--- src/rtl/ovl_fire_arbiter.sv ---
// Round-robin arbiter that latches checker fire pulses and presents them one at a time as reports.
// Optional per-checker report quota is enabled by defining OVL_FIRE_LIMIT_EN.
module ovl_fire_arbiter #(
  parameter int NUM_CHK    = 4,
  parameter int ID_W       = 2,
  parameter int CNT_W      = 8,
  parameter int MAX_REPORT = 15
) (
  input  logic               clk,
  input  logic               reset,
  input  logic               enable,
  input  logic [NUM_CHK-1:0] fire,
  output logic               rpt_valid,
  input  logic               rpt_ready,
  output logic [ID_W-1:0]    rpt_id,
  output logic [NUM_CHK-1:0] pending,
  output logic [CNT_W-1:0]   fire_total,
  output logic               lost,
  output logic [NUM_CHK-1:0] quota_hit
);

  typedef enum logic {
    IDLE,
    PRESENT
  } state_e;

  localparam int SUM_W = CNT_W + 5;
  localparam logic [SUM_W-1:0] SAT = SUM_W'({CNT_W{1'b1}});

  state_e             state_q, state_d;
  logic [ID_W-1:0]    rpt_id_q, rpt_id_d;
  logic [ID_W-1:0]    rr_ptr_q, rr_ptr_d;
  logic [NUM_CHK-1:0] pending_q, pending_d;
  logic [CNT_W-1:0]   fire_total_q, fire_total_d;
  logic               lost_q, lost_d;

  logic               handshake;
  logic [NUM_CHK-1:0] accepted;
  logic [NUM_CHK-1:0] clr;
  logic [SUM_W-1:0]   pop;
  logic [SUM_W-1:0]   sum;
  logic [ID_W:0]      srch_idx;
  logic               found;

  // Datapath: fire acceptance, pending latch, lost flag and saturating total.
  always_comb begin
    handshake = (state_q == PRESENT) && rpt_ready;
    accepted  = enable ? (fire & ~quota_hit) : '0;
    clr       = '0;
    for (int unsigned i = 0; i < NUM_CHK; i++) begin
      if (handshake && (rpt_id_q == ID_W'(i))) clr[i] = 1'b1;
    end
    // A re-fire of the checker being acknowledged re-latches and is not a loss.
    pending_d = (pending_q & ~clr) | accepted;
    lost_d    = lost_q | (|(accepted & pending_q & ~clr));
    pop       = '0;
    for (int unsigned i = 0; i < NUM_CHK; i++) begin
      pop = pop + SUM_W'(accepted[i]);
    end
    sum          = SUM_W'(fire_total_q) + pop;
    fire_total_d = (sum > SAT) ? '1 : sum[CNT_W-1:0];
  end

  always_comb begin
    state_d  = state_q;
    rpt_id_d = rpt_id_q;
    rr_ptr_d = rr_ptr_q;
    found    = 1'b0;
    srch_idx = '0;
    case (state_q)
      IDLE: begin
        if (|pending_q) begin
          state_d = PRESENT;
          for (int unsigned k = 0; k < NUM_CHK; k++) begin
            srch_idx = {1'b0, rr_ptr_q} + (ID_W+1)'(k);
            if (srch_idx >= (ID_W+1)'(NUM_CHK)) srch_idx = srch_idx - (ID_W+1)'(NUM_CHK);
            if (!found && pending_q[srch_idx[ID_W-1:0]]) begin
              found    = 1'b1;
              rpt_id_d = srch_idx[ID_W-1:0];
            end
          end
        end
      end
      PRESENT: begin
        if (rpt_ready) begin
          state_d  = IDLE;
          rr_ptr_d = (rpt_id_q == ID_W'(NUM_CHK-1)) ? '0 : rpt_id_q + ID_W'(1);
        end
      end
      default: state_d = IDLE;
    endcase
  end

  always_ff @(posedge clk) begin
    if (reset) begin
      state_q      <= IDLE;
      rpt_id_q     <= '0;
      rr_ptr_q     <= '0;
      pending_q    <= '0;
      fire_total_q <= '0;
      lost_q       <= 1'b0;
    end else begin
      state_q      <= state_d;
      rpt_id_q     <= rpt_id_d;
      rr_ptr_q     <= rr_ptr_d;
      pending_q    <= pending_d;
      fire_total_q <= fire_total_d;
      lost_q       <= lost_d;
    end
  end

`ifdef OVL_FIRE_LIMIT_EN
  localparam int QW = $clog2(MAX_REPORT + 1);

  logic [QW-1:0] qcnt_q [NUM_CHK];
  logic [QW-1:0] qcnt_d [NUM_CHK];
  logic [NUM_CHK-1:0] hit;

  // Counters stop at the quota; a latched pending bit is still reported past it.
  always_comb begin
    for (int unsigned i = 0; i < NUM_CHK; i++) begin
      hit[i]    = (qcnt_q[i] >= QW'(MAX_REPORT));
      qcnt_d[i] = qcnt_q[i];
      if (clr[i] && !hit[i]) qcnt_d[i] = qcnt_q[i] + QW'(1);
    end
  end

  always_ff @(posedge clk) begin
    for (int unsigned i = 0; i < NUM_CHK; i++) begin
      if (reset) qcnt_q[i] <= '0;
      else       qcnt_q[i] <= qcnt_d[i];
    end
  end

  assign quota_hit = hit;
`else
  assign quota_hit = '0;
`endif

  assign rpt_valid  = (state_q == PRESENT);
  assign rpt_id     = rpt_id_q;
  assign pending    = pending_q;
  assign fire_total = fire_total_q;
  assign lost       = lost_q;

endmodule

--- config.mk ---
export PLATFORM = sky130hd
export DESIGN_NAME = ovl_fire_arbiter
export DESIGN_NICKNAME = d
export VERILOG_FILES = /design/src/rtl/ovl_fire_arbiter.sv
export SDC_FILE = /design/constraint.sdc
export NUM_CORES = 1
export LEC_CHECK = 0
export ABC_AREA = 1
export ABC_CLOCK_PERIOD_IN_PS = 3600
export BUFFER_PORTS_ARGS = -buffer_cell sky130_fd_sc_hd__buf_2
export CORE_UTILIZATION = 55
export CTS_CLUSTER_DIAMETER = 30
export DETAILED_ROUTE_END_ITERATION = 7
export GPL_ROUTABILITY_DRIVEN = 0
export PLACE_DENSITY = 0.81
export SETUP_SLACK_MARGIN = 0.1
export SLEW_MARGIN = 5
export SYNTH_ARGS = -nofsm -noshare
export SYNTH_HDL_FRONTEND = slang
export SYNTH_SLANG_ARGS = --single-unit
--- constraint.sdc ---
create_clock -name clk -period 3.6 [get_ports clk]
set_clock_uncertainty 0.1 [all_clocks]
set_input_delay 0.72 -clock clk [delete_from_list [all_inputs] [get_ports clk]]
set_output_delay 0.72 -clock clk [all_outputs]
set_load 0.1 [all_outputs]
# Word-level counts from Yosys, hierarchy flattened
# Index checks and enable logic that the tools add are counted.
# classes
n_mux	43
n_shift	0
n_eq_ne	3
mul	0
bitwise	7
magnitude_cmp	9
add_sub_neg	12
div	0
n_reduce_logical	17
# op_table
cell	count
2-bit two-way mux	17
1-bit two-way mux	19
4-bit AND	3
2-bit by 3-bit < comparator with 1-bit output (second input constant)	4
8-bit by 4-bit adder with 9-bit output	1
3-bit greater-or-equal comparator (second input constant)	3
9-bit by 8-bit greater-than comparator with 1-bit output (second input constant)	1
1-bit binary-select mux with 2-bit select	4
1-bit logical AND	8
8-bit two-way mux	1
4-bit OR reduction	2
2-bit by 1-bit subtractor with 2-bit output (second input constant)	4
2-bit by 2-bit adder with 3-bit output (second input constant)	2
3-bit by 1-bit adder with 4-bit output	1
2-bit equality test (second input constant)	2
4-bit two-way mux	1
4-bit inverter	1
4-bit bitwise OR	1
4-bit nonzero test	1
2-bit by 1-bit adder with 3-bit output	1
2-bit by 1-bit adder with 3-bit output (second input constant)	1
2-bit by 3-bit greater-or-equal comparator with 1-bit output (second input constant)	1
1-bit zero test	3
3-bit AND reduction	1
8 further kinds	8
# totals
regBits	18
out_inout_bits	20
mem_bits_rw	0
in_bits	8
wordCells	97
romBits	0
latch_bits	0
mem_count	0

# Logic depth before layout (Yosys ltp)
# depth
word_depth	23
mapped_depth	13
mapped_depth_nobuf	12

# Least setup slack after synthesis
# OpenSTA, ideal clock, no wires.
# synth_path
path_type	register to register
from	reg fire_total_q[0] (netlist: fire_total[0])
to	reg fire_total_q[5] (netlist: fire_total[5])
path_buffers	0
setup_time_ps	71
arrival_time_ps	2809
required_ps	3429
period_less_slack_ps	2979
path_stages_with_launch	12
path_slack_ps	621
cell_sequence	dfxtp_1 -> xor2_1 -> xnor2_1 -> fa_1 -> inv_1 -> fa_1 -> nand3_1 -> nor3b_2 -> nand2_1 -> nor2_2 -> inv_2 -> a21oi_1
# synth_via
elab_chain_len	3
# synth_rtl
element	line	text
start, declared	34	logic [CNT_W-1:0] fire_total_q, fire_total_d;
start signal, assigned	107	fire_total_q <= fire_total_d;
8-bit by 4-bit adder with 9-bit output (*)	60	sum = SUM_W'(fire_total_q) + pop;
9-bit by 8-bit greater-than comparator with 1-bit output	61	fire_total_d = (sum > SAT) ? '1 : sum[CNT_W-1:0];
8-bit two-way mux (*)	61	
# Mark *: on every way between the ends. The rest lies on a longest branch, timed or not.
# A chain may end at the register's enable or synchronous reset.

# Worst setup path in the final report
# layout_path
from	in enable
to	reg fire_total_q[5] (netlist: fire_total[5])
# layout_via
elab_chain_len	7
# layout_rtl
element	line	text
start, declared	11	input logic enable,
4-bit two-way mux (*)	48	accepted = enable ? (fire & ~quota_hit) : '0;
1-bit by 1-bit adder with 2-bit output	58	pop = pop + SUM_W'(accepted[i]);
2-bit by 1-bit adder with 3-bit output	58	
3-bit by 1-bit adder with 4-bit output (*)	58	
8-bit by 4-bit adder with 9-bit output (*)	60	
9-bit by 8-bit greater-than comparator with 1-bit output	61	
8-bit two-way mux (*)	61	
# Marked as above.

==> flow_summary.ini <==
[cells_and_area]
fin_area_mm2 = 0.00133
antenna-diode-count = 0
n_fill_cell = 204
layout.nets = 212
finish.utilization = 0.664
mostFrequentLayoutCells = nand2_1 (48), buf_2 (23), inv_1 (20)
layout_commonest_cell = nand2_1
ratio_of_cells_with_drive_above_1_in_the_final_layout = 0.221
area.growth.synth_to_final_pct = 10.8
fin_cells = 222

[setup_path]
critical_path_class = primary input to flip-flop
setup.worst_path.start_class = primary input
timing.critical_path.cells = buf_2, nand2_1, xor2_1, xnor2_1, fa_1, inv_1, fa_1, nand3_1, nor3b_2, nand2_1, nor2_2, inv_2, a21oi_1
timing.critical_path.required_ns = 3.72
arrival_ns = 2.97
critical_path_top_delay_cell = fa_1
cpPeakStageDelay_ns = 0.42
reg2reg_depth = 11
critPathMaxFanout = 4
critPathCaptureType = flip-flop

[placed_design]
numPortBuffers = 23
place.detailed.hpwl_um = 2130
placed_cells = 219
placement.cell_area_mm2 = 0.00131
post-place-ws_ns = 0.481

[logic_synthesis]
sequential_area_share_after_synthesis = 0.300
netlist_instances = 173
synth.lib_cells_used.distinct = 28
ys_seq_elements = 18
syn-cell-area_mm2 = 0.00120
syn-mean-instance-area_um2 = 6.94
yosys_warnings = 0

[timing]
grt_setup_unrepaired = false
report.final.setup_viol = 0
hold_ws_ns = 0.427
period_minus_slack_ns = 2.85
setup_slack_ns = 0.751
final-hold-violation-count = 0
fmaxAchievable_ghz = 0.351
timing_max_transition_violations_final = 0
timing.setup.tns_ns = 0
layout_worst_path_cycle_share = 0.791

[drt]
drt-pass1-iter-count = 4
detail-route-antenna-nets = 0
postRouteWirelength_um = 2680
avgViaCountPerCell = 5.22
wl_per_cell_um = 12.1
detailroute.via_count = 1158
detail_route.drc_violations = 0
drt_first_iter_violations = 25

[die]
fp.dieW_um = 48.7
die_area_mm2 = 0.00237
design.core.area_mm2 = 0.00200
rows = 16
pin_count = 28
chipHeight_um = 48.7
start_util = 0.599

[worst_hold_path]
hold_class = flip-flop to flip-flop
hold-path-cell-count = 2

[status]
outcome = finished clean

[power_and_ir_drop]
powerDensity_mw_per_mm2 = 514
ir_worst_vdd_uv = 472
report.power.total_mw = 0.684
power_leakage_nw = 0.694

[clock_network]
clock_path_buffers = 2
cts_made_buffers = 3
clk-insertion-delay-late_ns = 0.28
cts-root-buf = clkbuf_4
post_cts_resize_count = 0
cts.repair_timing.setup_buffer_count = 0
cts-htree-levels = 1
clock-sinks = 18
holdBufCountCts = 0
tritoncts = built
cts_clk_pin_slew_worst_paths_ns = 0.10

[global_routing]
grt_max_degree = 15
antenna_violations_before_repair = 0
global_route.overflow_total = 0
grt.total_usage = 0.252
grt_pass1_vias = 1140
global_route_wire_length_before_repair_um = 4640

[job]
cap_violations = 0
-- logic make-up (layout without fill, tap and decap cells) --
family          Yosys count  in the layout  share of synthesized area
buf+inv                  31             50                      0.119
simple gates             85             85                      0.335
other cells               1              4                    0.00313
flops                    18             18                      0.300
compound gates           25             25                      0.114
fa+ha+maj                 7              7                     0.0855
xor+xnor                  6              6                     0.0438
-- worst paths after layout --
kind	slack [ns]	to	startpoint
setup / recovery	0.75	fire_total[5]$_SDFF_PP0_	enable
setup reg to reg	1.08	fire_total[5]$_SDFF_PP0_	fire_total[0]$_SDFF_PP0_
hold reg to reg	0.43	lost$_SDFF_PP0_	lost$_SDFF_PP0_
hold / removal	0.43	lost$_SDFF_PP0_	lost$_SDFF_PP0_
-- routing by layer --
| layer | routed length, um | global-route usage | up-vias |
|---|---|---|---|
| met2 | 1480 | 0.488 | 21 |
| met3 | 54 | 0.0377 | 4 |
| met5 | 0 | 0 | - |
| met1 | 1110 | 0.259 | 546 |
| li1 | - | - | 587 |
| met4 | 38 | 0.123 | 0 |
-- registers in the layout (all words and copies together) (netlist names) --
| signal | cells |
|---|---|
| rr_ptr_q | 2 |
| rpt_id | 2 |
| rpt_valid | 1 |
| fire_total | 8 |
| pending | 4 |
| lost | 1 |
-- worst max-delay path, delay by kind of cell --
| kind | cells | cell delay, ns |
|---|---|---|
| simple gates | 5 | 0.80 |
| fa+ha+maj | 2 | 0.63 |
| xor+xnor | 2 | 0.37 |
| buf+inv | 3 | 0.29 |
| compound gates | 1 | 0.15 |
-- synthesized netlist by cell type (all sizes together) --
master / number / area [um2]
nor2: 6 / 32.5
o21ai: 7 / 35.0
nand4: 2 / 12.5
inv: 24 / 90.1
nand2: 57 / 246
xnor2: 2 / 17.5
nor3b: 1 / 12.5
dfxtp: 18 / 360
conb: 1 / 3.75
nand3b: 1 / 7.51
a21oi: 14 / 73.8
buf: 6 / 48.8
clkbuf: 1 / 3.75
o211ai: 1 / 7.51
a211oi: 1 / 7.51
xor2: 4 / 35.0
fa: 2 / 40.0
nor3: 3 / 15.0
ha: 5 / 62.6
nand3: 15 / 75.1
o22ai: 2 / 12.5
-- cell type report --
| type | instances | area, um2 | area share |
|---|---|---|---|
| clock buffers | 3 | 22.5 | 0.0169 |
| inverters | 24 | 90.1 | 0.0677 |
| multi-input cells | 127 | 708 | 0.532 |
| flip-flops and latches | 18 | 360 | 0.271 |
| well taps | 27 | 33.8 | 0.0254 |
| repair buffers | 23 | 115 | 0.0865 |
-- power breakdown --
group	switching [mW]	leakage [nW]	total (mW)	internal (mW)
Sequential	0.0278	0.148	0.249	0.221
Clock	0.0574	0.0138	0.0962	0.0388
Combinational	0.264	0.532	0.338	0.0748
No activity file was read; power rests on OpenSTA's default activity.
